`src/rtl/cadence_meas.sv`:
```
// Crank cadence period measurement: times the interval between filtered rising
// edges, reports a scaled period, and flags loss of pedaling on timeout.
module cadence_meas #(
    parameter bit FAST_SIM = 1'b1
) (
    input  logic       clk,
    input  logic       rst,
    input  logic       cadence_rise,
    input  logic       cadence_filt,
    output logic [7:0] cadence_per,
    output logic       per_vld,
    output logic       not_pedaling
);

    localparam logic [23:0] LIMIT   = FAST_SIM ? 24'h007F80 : 24'hE4E1C0;
    localparam logic [7:0]  NO_PER  = 8'hFF;

    typedef enum logic [1:0] {
        IDLE  = 2'd0,
        ARMED = 2'd1,
        RUN   = 2'd2
    } state_t;

    state_t      r_state;
    logic [23:0] r_cnt;
    logic [23:0] r_hi_cnt;
    logic [7:0]  r_per;
    logic        r_vld;
    logic        r_not_ped;

    logic        w_cnt_full;
    logic        w_stuck;
    logic        w_timeout;
    logic [7:0]  w_scaled;

    assign w_cnt_full = (r_cnt == LIMIT);
    assign w_stuck    = (r_hi_cnt == LIMIT);
    assign w_timeout  = w_cnt_full || w_stuck;
    assign w_scaled   = FAST_SIM ? r_cnt[14:7] : r_cnt[23:16];

    // Clocks since the last rise; saturates so a long gap can never alias.
    always_ff @(posedge clk) begin
        if (rst) begin
            r_cnt <= 24'd0;
        end else if (cadence_rise) begin
            r_cnt <= 24'd1;
        end else if (!w_cnt_full) begin
            r_cnt <= r_cnt + 24'd1;
        end
    end

    // Consecutive clocks with the filtered level high, for the stuck-high guard.
    always_ff @(posedge clk) begin
        if (rst || !cadence_filt) begin
            r_hi_cnt <= 24'd0;
        end else if (!w_stuck) begin
            r_hi_cnt <= r_hi_cnt + 24'd1;
        end
    end

    // NOTE: all state, outputs included, is assigned with <= in one clocked block so
    // every output is registered and the reset branch overrides any coincident event.
    always_ff @(posedge clk) begin
        if (rst) begin
            r_state   <= IDLE;
            r_per     <= NO_PER;
            r_vld     <= 1'b0;
            r_not_ped <= 1'b1;
        end else begin
            r_vld <= 1'b0;
            case (r_state)
                IDLE: begin
                    r_per     <= NO_PER;
                    r_not_ped <= 1'b1;
                    if (cadence_rise) begin
                        r_state <= ARMED;
                    end
                end
                ARMED, RUN: begin
                    if (w_timeout) begin
                        // A rise on the timeout cycle restarts measurement as an idle rise.
                        r_per     <= NO_PER;
                        r_not_ped <= 1'b1;
                        r_state   <= cadence_rise ? ARMED : IDLE;
                    end else if (cadence_rise && !r_vld) begin
                        r_per     <= w_scaled;
                        r_vld     <= 1'b1;
                        r_not_ped <= 1'b0;
                        r_state   <= RUN;
                    end
                end
                default: begin
                    r_state   <= IDLE;
                    r_per     <= NO_PER;
                    r_not_ped <= 1'b1;
                end
            endcase
        end
    end

    assign cadence_per  = r_per;
    assign per_vld      = r_vld;
    assign not_pedaling = r_not_ped;

    a_vld_single: assert property (@(posedge clk) disable iff (rst) r_vld |=> !r_vld);
    a_cnt_bound:  assert property (@(posedge clk) r_cnt <= LIMIT);
    a_ped_state:  assert property (@(posedge clk) disable iff (rst)
                                   (r_state != RUN) |-> r_not_ped);

endmodule
```
`config.mk`:
```
export PLATFORM = sky130hd
export DESIGN_NAME = cadence_meas
export DESIGN_NICKNAME = d
export VERILOG_FILES = /design/src/rtl/cadence_meas.sv
export SDC_FILE = /design/constraint.sdc
export NUM_CORES = 1
export LEC_CHECK = 0
export ABC_AREA = 1
export CORE_ASPECT_RATIO = 1.1
export CORE_MARGIN = 8
export CORE_UTILIZATION = 61
export CTS_CLUSTER_SIZE = 25
export DETAILED_ROUTE_END_ITERATION = 7
export PLACE_DENSITY = 0.84
export REMOVE_ABC_BUFFERS = 1
export SETUP_SLACK_MARGIN = 0.02
export SKIP_CTS_REPAIR_TIMING = 1
export SLEW_MARGIN = 15
export SYNTH_ARGS = -nofsm -noshare
export SYNTH_HDL_FRONTEND = slang
export SYNTH_SLANG_ARGS = --single-unit
```
`constraint.sdc`:
```
create_clock -name clk -period 3.3 [get_ports clk]
set_input_delay 0.66 -clock clk [delete_from_list [all_inputs] [get_ports clk]]
set_output_delay 0.66 -clock clk [all_outputs]
set_load 0.05 [all_outputs]
```
# Word level (Yosys, flattened, before mapping)
# Cells that the tools add are included.
# word_totals
ff_bits,60
inputBits,4
word_cells,35
# classes
n_bitwise,1
n_reduce_logical,10
eq_ne,7
muxes,8
n_addsub,2
# op_table
op,n
adder 24 x 1 -> 24 bit (second input constant),2
equality test 24 x 15 -> 1 bit (second input constant),2
2-to-1 mux 2 bit,3
2-to-1 mux 1 bit,4
!= test 2 bit (second input constant),2
case mux 2 bit (2 select lines),1
OR reduction 2 bit,2
!= test 3 bit (second input constant),1
OR reduction 3 bit,1
equality test 2 x 1 -> 1 bit (second input constant),1
equality test 2 bit (second input constant),1
logical NOT 1 bit,2
logical NOT 2 bit,1
logical OR 1 bit,2
AND reduction 2 bit,1
logical AND 1 bit,1
inverter 1 bit,1

# Longest topological paths before layout
# Gate-level depths: netlist (run 1).
# depth
ltp_word,5
depth_mapped,12

# Least setup slack after synthesis (run 1)
# OpenSTA, ideal clock, no wires.
# synth_timing
path_kind,input-to-reg
from,in cadence_rise
to,reg r_per[5] (netlist: cadence_per[5])
setup_time_ns,0.137
arrival_ns,1.350
slack_ns,1.812
path_buffers,1
path_stages,6
required_time_ns,3.163
cell_sequence,inv_1 -> nor2_1 -> clkbuf_1 -> nand2_1 -> o21ai_0 -> nand3_1
# synth_between
elab_chain_cells,1
# synth_rtl
element,line,source
from (decl),8,"input logic cadence_rise,"
logical AND 1 bit,85,end else if (cadence_rise && !r_vld) begin
to (signal assigned),86,r_per <= w_scaled;
to (decl),27,logic [7:0] r_per;
# No other way between the ends.
# A chain may end at the register's enable or synchronous reset.

# Worst setup path in the final report (run 1)
# layout_timing
from,reg r_per[0] (netlist: cadence_per[0])
to,out cadence_per[0]
# layout_lines
element,line,source
to (decl),10,"output logic [7:0] cadence_per,"
# No word-level cell between the ends.

==> impl_metrics.ini, run 1 <==
[status]
outcome = finished, final reports clean

[job]
cap_violations = 0

[logic_synthesis]
synth.most_common_cell = nand2_1
async_reset_ff_share_pct = 0
synth.avg_cell_area_um2 = 6.79
ys_ff_latch = 60
ys_types = 32
synth_common_cells = 89 x nand2_1, 68 x nor2_1, 60 x dfxtp_1
syn_area_um2 = 3050
synth_ff_type = dfxtp_1
yosys-top-cells-area = dfxtp_1 39%, nand2_1 11%, nor2_1 8.4%, inv_1 6.5%, a21oi_1 6.2%
ys_seq_area_share_pct = 39.4
synth_edf_count = 0
syn_inst = 449
synth_top_cell_area_share_pct = 39.4
yosys_warnings = 0
yosysTopAreaCell = dfxtp_1

[min_path]
holdCritPathClass = reg2reg
hold_path_depth = 2
hp-start = r_cnt[17]$_SDFFE_PP0P_
min_delay_worst_endpoint = r_cnt[17]$_SDFFE_PP0P_

[power_and_ir_drop]
comb_power_share_pct = 14.8
vdd_drop_max_mv = 0.324
p_per_area_nw_per_um2 = 486
p_leak_nw = 1.38
switching_share_pct = 28.1
netSwitchingPower_uw = 470
power_frac_clock_pct = 38.8
p_int_mw = 1.20
seq_power_share_pct = 46.4

[clock_tree]
cts_max_path_buffers = 2
cts_tree = built
cts_sinks = 60
htreeDepth = 3
root_buffer = clkbuf_8
numCtsBuffers = 9
insertion_delay_ns = 0.34
clkTransAtPathRegs_ns = 0.07

[critical_path]
ff2ff_path_depth = 10
r2r_end = r_hi_cnt[18]$_SDFFE_PP0N_
cp-end-kind = primary output
rrSetupSlack_ns = 1.60
cpMaxStageDelayCell = clkdlybuf4s50_1
cp.required_ns = 2.64
crit_type = reg2out
path_cells = clkdlybuf4s50_1
critPathTopFamily = buffers and inverters
cp_max_fo = 2
max_stage_delay_ns = 0.81
timing.rr.start = r_hi_cnt[0]$_SDFFE_PP0N_
cp_num_buf_inv = 1
worstPathArrival_ns = 1.50
critPathLaunchType = register

[grt]
grt_max_degree = 18
grt.overflow.total = 0
antenna_found_initial = 0
grt_pass1_wl_um = 11100
grt_use_total_pct = 17.8
grt_pass1_vias = 2674

[timing]
fin_skew_ns = 0.00469
max_freq_mhz = 464
setup_viol = 0
max_slew.worst_pin.slew_ns = 0.672
final.setup.tns_ns = 0
finalHoldViolations = 0
whs_ns = 0.464
final-max-slew-violation-count = 0
maxSlewHeadroom_pct = 55.0
rsz0062_at_grt = no
fin_crit_sh_pct = 65.3
layout_min_cycle_time_ns = 2.16

[drt]
dr.first_iter.drc_count = 116
wl_per_cell_um = 12.5
drc = 0
drt-total-wl_um = 6660
vias = 2886
dr.pass1.iters = 5
ant_nets = 0
viasPerCell = 5.41

[final_layout]
n_antenna_cell = 0
layout-drive-gt1-share_pct = 11.2
fillers = 409
multi_input_area_um2 = 1560
layout.nets = 481
area_growth_pct = 12.9
regArea_um2 = 1200

[place]
port_buffers = 13
gp_congestion = 0.889
dp_hpwl_um = 4970

[die]
die_h_um = 90.1
core.rowCount = 27
die-area_um2 = 7510
start_util_pct = 62.2
die_w_um = 83.4
placeableCoreArea_um2 = 4900
ios = 14
[registers in the layout (all words and copies together), names as in the netlist]
register and cells:
r_cnt 24, r_hi_cnt 24, r_state 2, cadence_per 8, per_vld 1, not_pedaling 1
[worst max path at each step]
stage | startpoint | end | slack, ns | depth (start not counted)
6_report | cadence_per[0]$_SDFFE_PP1P_ | cadence_per[0] | 1.14 | 1
5_1_grt | cadence_rise | r_state[0]$_SDFFE_PP0P_ | 0.93 | 8
4_1_cts | cadence_per[0]$_SDFFE_PP1P_ | cadence_per[0] | 1.13 | 1
3_5_place_dp | cadence_rise | r_state[0]$_SDFFE_PP0P_ | 0.84 | 8
3_3_place_gp | cadence_rise | r_state[0]$_SDFFE_PP0P_ | 0.90 | 8
2_1_floorplan | cadence_rise | r_state[0]$_SDFFE_PP0P_ | 1.63 | 7
[layer usage]
layer | GRT usage [%] | up-vias | routed length (µm) | share of wire, %
li1 | - | 1490 | - | -
met1 | 17.2 | 1297 | 2630 | 40
met2 | 32.6 | 76 | 3520 | 53
met3 | 4.33 | 23 | 276 | 4.1
met4 | 11.1 | 0 | 230 | 3.5
met5 | 0 | - | 0 | 0
[through the flow]
| stage | setup WS (ns) | util, % | area, µm² | total power [mW] | cells |
|---|---|---|---|---|---|
| final | 1.14 | 70.2 | 3440 | 1.67 | 533 |
| after global routing | 0.929 | 70.2 | 3440 | 1.75 | 533 |
| after CTS | 1.13 | 70.2 | 3440 | 1.69 | 533 |
| after detailed placement | 0.841 | 66.3 | 3250 | 1.04 | 518 |
| after global placement | 0.898 | 66.3 | 3250 | 1.04 | 518 |
| after floorplan | 1.63 | - | 3030 | 0.965 | 445 |
[layout make-up]
| type | count | area share (%) |
|---|---|---|
| timing repair buffer | 15 | 4.22 |
| sequential | 60 | 34.9 |
| inverter | 73 | 7.96 |
| clock buffer | 11 | 4.11 |
| multi-input combinational | 312 | 45.2 |
| clock inverter | 4 | 1.45 |
| tap | 58 | 2.11 |
[placed cells by master (no fill, tap or decap), types with 2 or more instances in the layout]
| cell type | netlist | layout |
|---|---|---|
| o21ai_0 | 23 | 23 |
| clkbuf_8 | 0 | 10 |
| nor2_1 | 68 | 68 |
| clkinvlp_4 | 0 | 2 |
| a31oi_1 | 2 | 2 |
| nor3b_1 | 2 | 2 |
| inv_2 | 19 | 19 |
| nor2_4 | 2 | 2 |
| o21ai_1 | 5 | 5 |
| buf_4 | 0 | 2 |
| nand4_1 | 12 | 12 |
| nand3_1 | 24 | 24 |
| o21a_1 | 3 | 3 |
| nor3_1 | 7 | 7 |
| ha_1 | 6 | 6 |
| nand2_1 | 89 | 89 |
| nand2_2 | 4 | 4 |
| a211oi_1 | 3 | 3 |
| nor4_1 | 5 | 5 |
| clkdlybuf4s50_1 | 0 | 13 |
| a21oi_1 | 38 | 38 |
| inv_1 | 53 | 53 |
| dfxtp_1 | 60 | 60 |
| nand3_2 | 2 | 2 |
| xor2_1 | 5 | 5 |
| nor2_2 | 5 | 5 |
[cell families after synthesis]
logic type	count (synthesis)	synth area share (%)
compound gates	75	12.9
xor+xnor	6	1.72
fa+ha+maj	6	2.46
buf+inv	77	9.49
flops	60	39.4
simple gates	225	34.0
[power by group through the flow]
stage | logic, mW | clock network (mW) | registers (mW)
finish | 0.248 | 0.649 | 0.776
global route | 0.275 | 0.693 | 0.778
CTS | 0.249 | 0.662 | 0.776
detailed placement | 0.249 | 0 | 0.792
global placement | 0.244 | 0 | 0.791
floorplan | 0.102 | 0 | 0.863
No activity file was read; power rests on OpenSTA's default activity.
==> run 2: changes to the inputs <==
CORE_UTILIZATION = 60   (was 61)
PLACE_DENSITY = 0.83   (was 0.84)
clock period = 2 ns   (was 3.3 ns; I/O delays follow)
==> run 2 against run 1 <==
Against the previous run:
- total power increased by 63%
- clock power is 59% higher
- sequential power rose by 65%
- wire length decreased by 0.57%
- non-clock buffer count grew 2
- design area increased by 0.36%
- global-route usage up 0.90 points
- clock-buffer cell count rose by 2
- worst setup slack got worse by 1.0 ns
- critical endpoint unchanged
- largest power group unchanged
==> impl_metrics.ini, run 2 (synthesized netlist as in run 1, its figures left out) <==
[final_layout]
fillers = 412
utilization_pct = 69.5
final_common_cell = nand2_1
layout-drive-gt1-share_pct = 11.7
layout.nets = 483
n_antenna_cell = 0
final_cell_mix = 89 x nand2_1, 68 x nor2_1, 60 x dfxtp_1
area_growth_pct = 13.3

[grt]
grt_max_degree = 16
antenna_found_initial = 0
met2_usage_pct = 32.3
grt.overflow.total = 0
grt_use_total_pct = 18.7
grt_util_met3_pct = 4.87
grt_pass1_vias = 2704
grt_pass1_wl_um = 11700
grt_use_met1_pct = 19.5
grt-busiest-layer = met2

[drt]
dr.first_iter.drc_count = 93
drt-total-wl_um = 6620
drc = 0
dr.pass1.iters = 4
viasPerCell = 5.26
wl_per_cell_um = 12.3
ant_nets = 0
vias = 2819

[place]
dp_hpwl_um = 4950
port_buffers = 13
gp_congestion = 0.863

[critical_path]
cp_num_buf_inv = 1
max_stage_delay_ns = 0.81
critPathLaunchType = register
cp-end-kind = primary output
cp_max_fo = 2
worstPathArrival_ns = 1.51
cp.required_ns = 1.60
critPathTopFamily = buffers and inverters
crit_type = reg2out
cpMaxStageDelayCell = clkdlybuf4s50_1
path_cells = clkdlybuf4s50_1

[timing]
maxSlewHeadroom_pct = 65.8
final.setup.tns_ns = 0
max_freq_mhz = 525
max_slew.worst_pin.slew_ns = 0.512
finalHoldViolations = 0
layout_min_cycle_time_ns = 1.91
fin_skew_ns = 0.0102
final-max-slew-violation-count = 0
fin_crit_sh_pct = 95.3
rsz0062_at_grt = no
setup_viol = 0

[clock_tree]
cts_max_path_buffers = 2
insertion_delay_ns = 0.35
root_buffer = clkbuf_8
clkTransAtPathRegs_ns = 0.07
cts_sinks = 60
htreeDepth = 3
cts_tree = built
numCtsBuffers = 9

[power_and_ir_drop]
netSwitchingPower_uw = 789
seq_power_share_pct = 46.9
p_int_mw = 1.94
p_per_area_nw_per_um2 = 789
comb_power_share_pct = 15.2
switching_share_pct = 28.9
power_frac_clock_pct = 37.9
p_leak_nw = 1.39
vdd_drop_max_mv = 0.507

[job]
cap_violations = 0

[die]
core.rowCount = 27
start_util_pct = 61.4
die_h_um = 90.7
placeableCoreArea_um2 = 4970
die_w_um = 83.9
ios = 14
die-area_um2 = 7620

[min_path]
holdCritPathClass = reg2reg

[status]
outcome = finished, final reports clean
run 2: path summary, 6_finish.rpt:
path | from | end | slack [ns] | cells after the start
max reg2reg | r_hi_cnt[0]$_SDFFE_PP0N_ | r_hi_cnt[17]$_SDFFE_PP0N_ | 0.39 | 9
min reg2reg | r_cnt[17]$_SDFFE_PP0P_ | r_cnt[17]$_SDFFE_PP0P_ | 0.47 | 2
min | r_cnt[17]$_SDFFE_PP0P_ | r_cnt[17]$_SDFFE_PP0P_ | 0.47 | 2
max | cadence_per[0]$_SDFFE_PP1P_ | cadence_per[0] | 0.09 | 1
run 2: routing by layer:
layer | vias to the layer above | wire [µm]
met5 | - | 0
met4 | 0 | 233
met3 | 20 | 220
met2 | 44 | 3290
met1 | 1259 | 2870
li1 | 1496 | -
run 2: layout make-up:
type	count	area, µm²	area share, %
sequential	60	1200	34.8
clock inverter	3	20.0	0.580
clock buffer	13	169	4.89
multi-input combinational	312	1560	45.1
inverter	73	274	7.93
tap	58	72.6	2.10
timing repair buffer	17	160	4.64
run 2: per-stage QoR:
| step | total power [mW] | hold WS, ns | instance area (µm²) | setup slack [ns] | cells |
|---|---|---|---|---|---|
| after floorplan | 1.59 | 0.438 | 3030 | 0.476 | 445 |
| after global placement | 1.71 | 0.453 | 3260 | 0.351 | 520 |
| after detailed placement | 1.72 | 0.459 | 3260 | 0.299 | 520 |
| after CTS | 2.74 | 0.469 | 3450 | 0.0766 | 536 |
| after global routing | 2.85 | 0.500 | 3450 | 0.0486 | 536 |
| final | 2.73 | 0.468 | 3450 | 0.0945 | 536 |
run 2: power by group through the flow:
stage	sequential [mW]	clock [mW]	combinational [mW]
6_report	1.28	1.03	0.415
4_1_cts	1.28	1.04	0.418
3_3_place_gp	1.30	0	0.410
3_5_place_dp	1.31	0	0.416
5_1_grt	1.29	1.11	0.462
2_1_floorplan	1.42	0	0.168
==> variant, RTL diff (settings of run 2) <==
Encoding of `state_t`: now one-hot (3 bits for 3 states).
--- a/src/rtl/cadence_meas.sv
+++ b/src/rtl/cadence_meas.sv
@@ -15,10 +15,10 @@
     localparam logic [23:0] LIMIT   = FAST_SIM ? 24'h007F80 : 24'hE4E1C0;
     localparam logic [7:0]  NO_PER  = 8'hFF;
 
-    typedef enum logic [1:0] {
-        IDLE  = 2'd0,
-        ARMED = 2'd1,
-        RUN   = 2'd2
+    typedef enum logic [2:0] {
+        IDLE  = 3'b001,
+        ARMED = 3'b010,
+        RUN   = 3'b100
     } state_t;
 
     state_t      r_state;
Check against the original RTL: same outputs for any inputs over 10 cycles, from zero or initial values and one cycle with rst high; not proved beyond that.
==> variant against run 2 <==
- register-to-register slack worse by 0.14 ns
- highest routed layer unchanged
- sequential share of layout area is 0.77 points higher
- wire length is 6.6% lower
- area after synthesis is 2.4% lower
- core utilization is 0.58 points higher
- design area is 0.54% lower
- first-iteration DRC count is 44% higher
- synthesized cell count is 3.1% lower
- global-route usage is 1.4 points lower
- maximum frequency is 0.60% higher
- critical endpoint is now per_vld
- setup slack better by 0.011 ns
- sequential cell count is 1 higher
Power is not compared: it rests on default switching activity, and its combinational part moved more than twofold at a synthesized area within 25%.
==> variant: results (changes against run 2) <==
stage	metric	value	unit	change
yosys	Async S/R FF share, synth	0		unchanged
cts	htree depth	3		unchanged
critical_path	Reg2Reg Depth	10		was 9
yosys	synthesized instance count	435		was 449
routing	wire length per cell	11.8	um	was 12.3 um
final_layout	#MultiIn Comb	307		was 312
yosys	number of synthesized register bits	61		was 60
critical_path	CP delay by family, top	buffers and inverters		unchanged
yosys	dominant cells by area after synthesis	dfxtp_1, nand2_1, nor2_1		unchanged
cts	Inserted Clock Buffers	9		unchanged
critical_path	Critical Path AT	1.49	ns	was 1.51 ns
placement	gpl congestion	0.918		was 0.863
placement	placed wire-length estimate	4.65	mm	was 4.95 mm
routing	drt via density	5.19		was 5.26
routing	highest routed layer	met4		unchanged
critical_path	Crit path largest cell delay	0.81	ns	about the same
final_layout	Storage cell area	1220	sq um	was 1200 sq um
final_layout	count of non-CTS buffers in the layout	18		was 17
final_layout	Filler Cell Count	418		was 412
placement	# port buffers	13		unchanged
placement	pre-CTS WS	0.215	ns	was 0.299 ns
final_layout	Signal buf overhead	0.0525		was 0.0464
final_layout	Total Nets Final	468		was 483
routing	wire length on met3	198	um	was 220 um
yosys	Yosys Warn Count	0		unchanged
grt	vias in the first global route	2646		was 2704
cts	Clock Path Buffers	2		unchanged
sta	Worst Clk Skew	0.00984	ns	was 0.0102 ns
outcome	status	finished clean		unchanged
final_layout	non-clock inverter count	63		was 73
final_layout	number of antenna diodes	0		unchanged
grt	Total Routing Usage GR	0.172		was 0.187
grt	first-pass GRT wire length	10.9	mm	was 11.7 mm
sta	worst slew pin tran	0.504	ns	was 0.512 ns
grt	largest net degree at the start of global routing	17		was 16
floorplan	Site Rows	27		unchanged
final_layout	fraction of area in multi-input gates	0.437		was 0.451
cts	Reg clk slew, reported paths	0.07	ns	about the same
routing	routed metal-1 wire length	2.63	mm	was 2.87 mm
worst_hold_path	hold crit path type	reg2reg		unchanged
routing	DRT iter0 DRCs	134		was 93
yosys	Post-synth top cells	nand2_1, nor2_1, dfxtp_1, inv_1, a21oi_1		unchanged
routing	metal2 WL	3.21	mm	was 3.29 mm
cts	clk_lat worst skew	0.33	ns	was 0.35 ns
yosys	sequential share of the synthesized area	0.411		was 0.394
final_layout	area of the multi-input gates	1500	sq um	was 1560 sq um
yosys	post-synthesis cell type count	28		was 32
placement	placed insts	507		was 520
final_layout	clk tree area frac	0.0652		was 0.0547
routing	vias	2714		was 2819
final_layout	fraction of layout cells with a size suffix above 1	0.0946		was 0.117
final_layout	Layout clock buffers	10		was 13
placement	Post-DP Area	3210	sq um	was 3260 sq um
-- variant: final timing paths --
kind                     start            to  slack (ns)
setup / recovery       per_vld       per_vld        0.11
hold / removal    r_hi_cnt[10]  r_hi_cnt[10]        0.48
setup reg to reg   r_hi_cnt[0]  r_hi_cnt[14]        0.25
hold reg to reg   r_hi_cnt[10]  r_hi_cnt[10]        0.48
-- variant: kinds of logic (layout without fill, tap and decap cells) --
group,after synthesis,count (layout),share of synthesized area
simple gates,227,227,0.344
xor+xnor,5,5,0.0147
compound gates,71,71,0.129
buf+inv,67,97,0.0850
fa+ha+maj,4,4,0.0168
flops,61,61,0.411
-- variant: metal layers --
layer | GRT usage | up-vias
met1 | 0.172 | 1225
met3 | 0.0487 | 12
met2 | 0.320 | 40
li1 | - | 1437
met4 | 0.0777 | 0
met5 | 0 | -
-- variant: report_power, final --
part	switching (mW)	internal (mW)
logic	0.127	0.0726
clock network	0.482	0.733
registers	0.0152	1.24
total	0.624	2.04
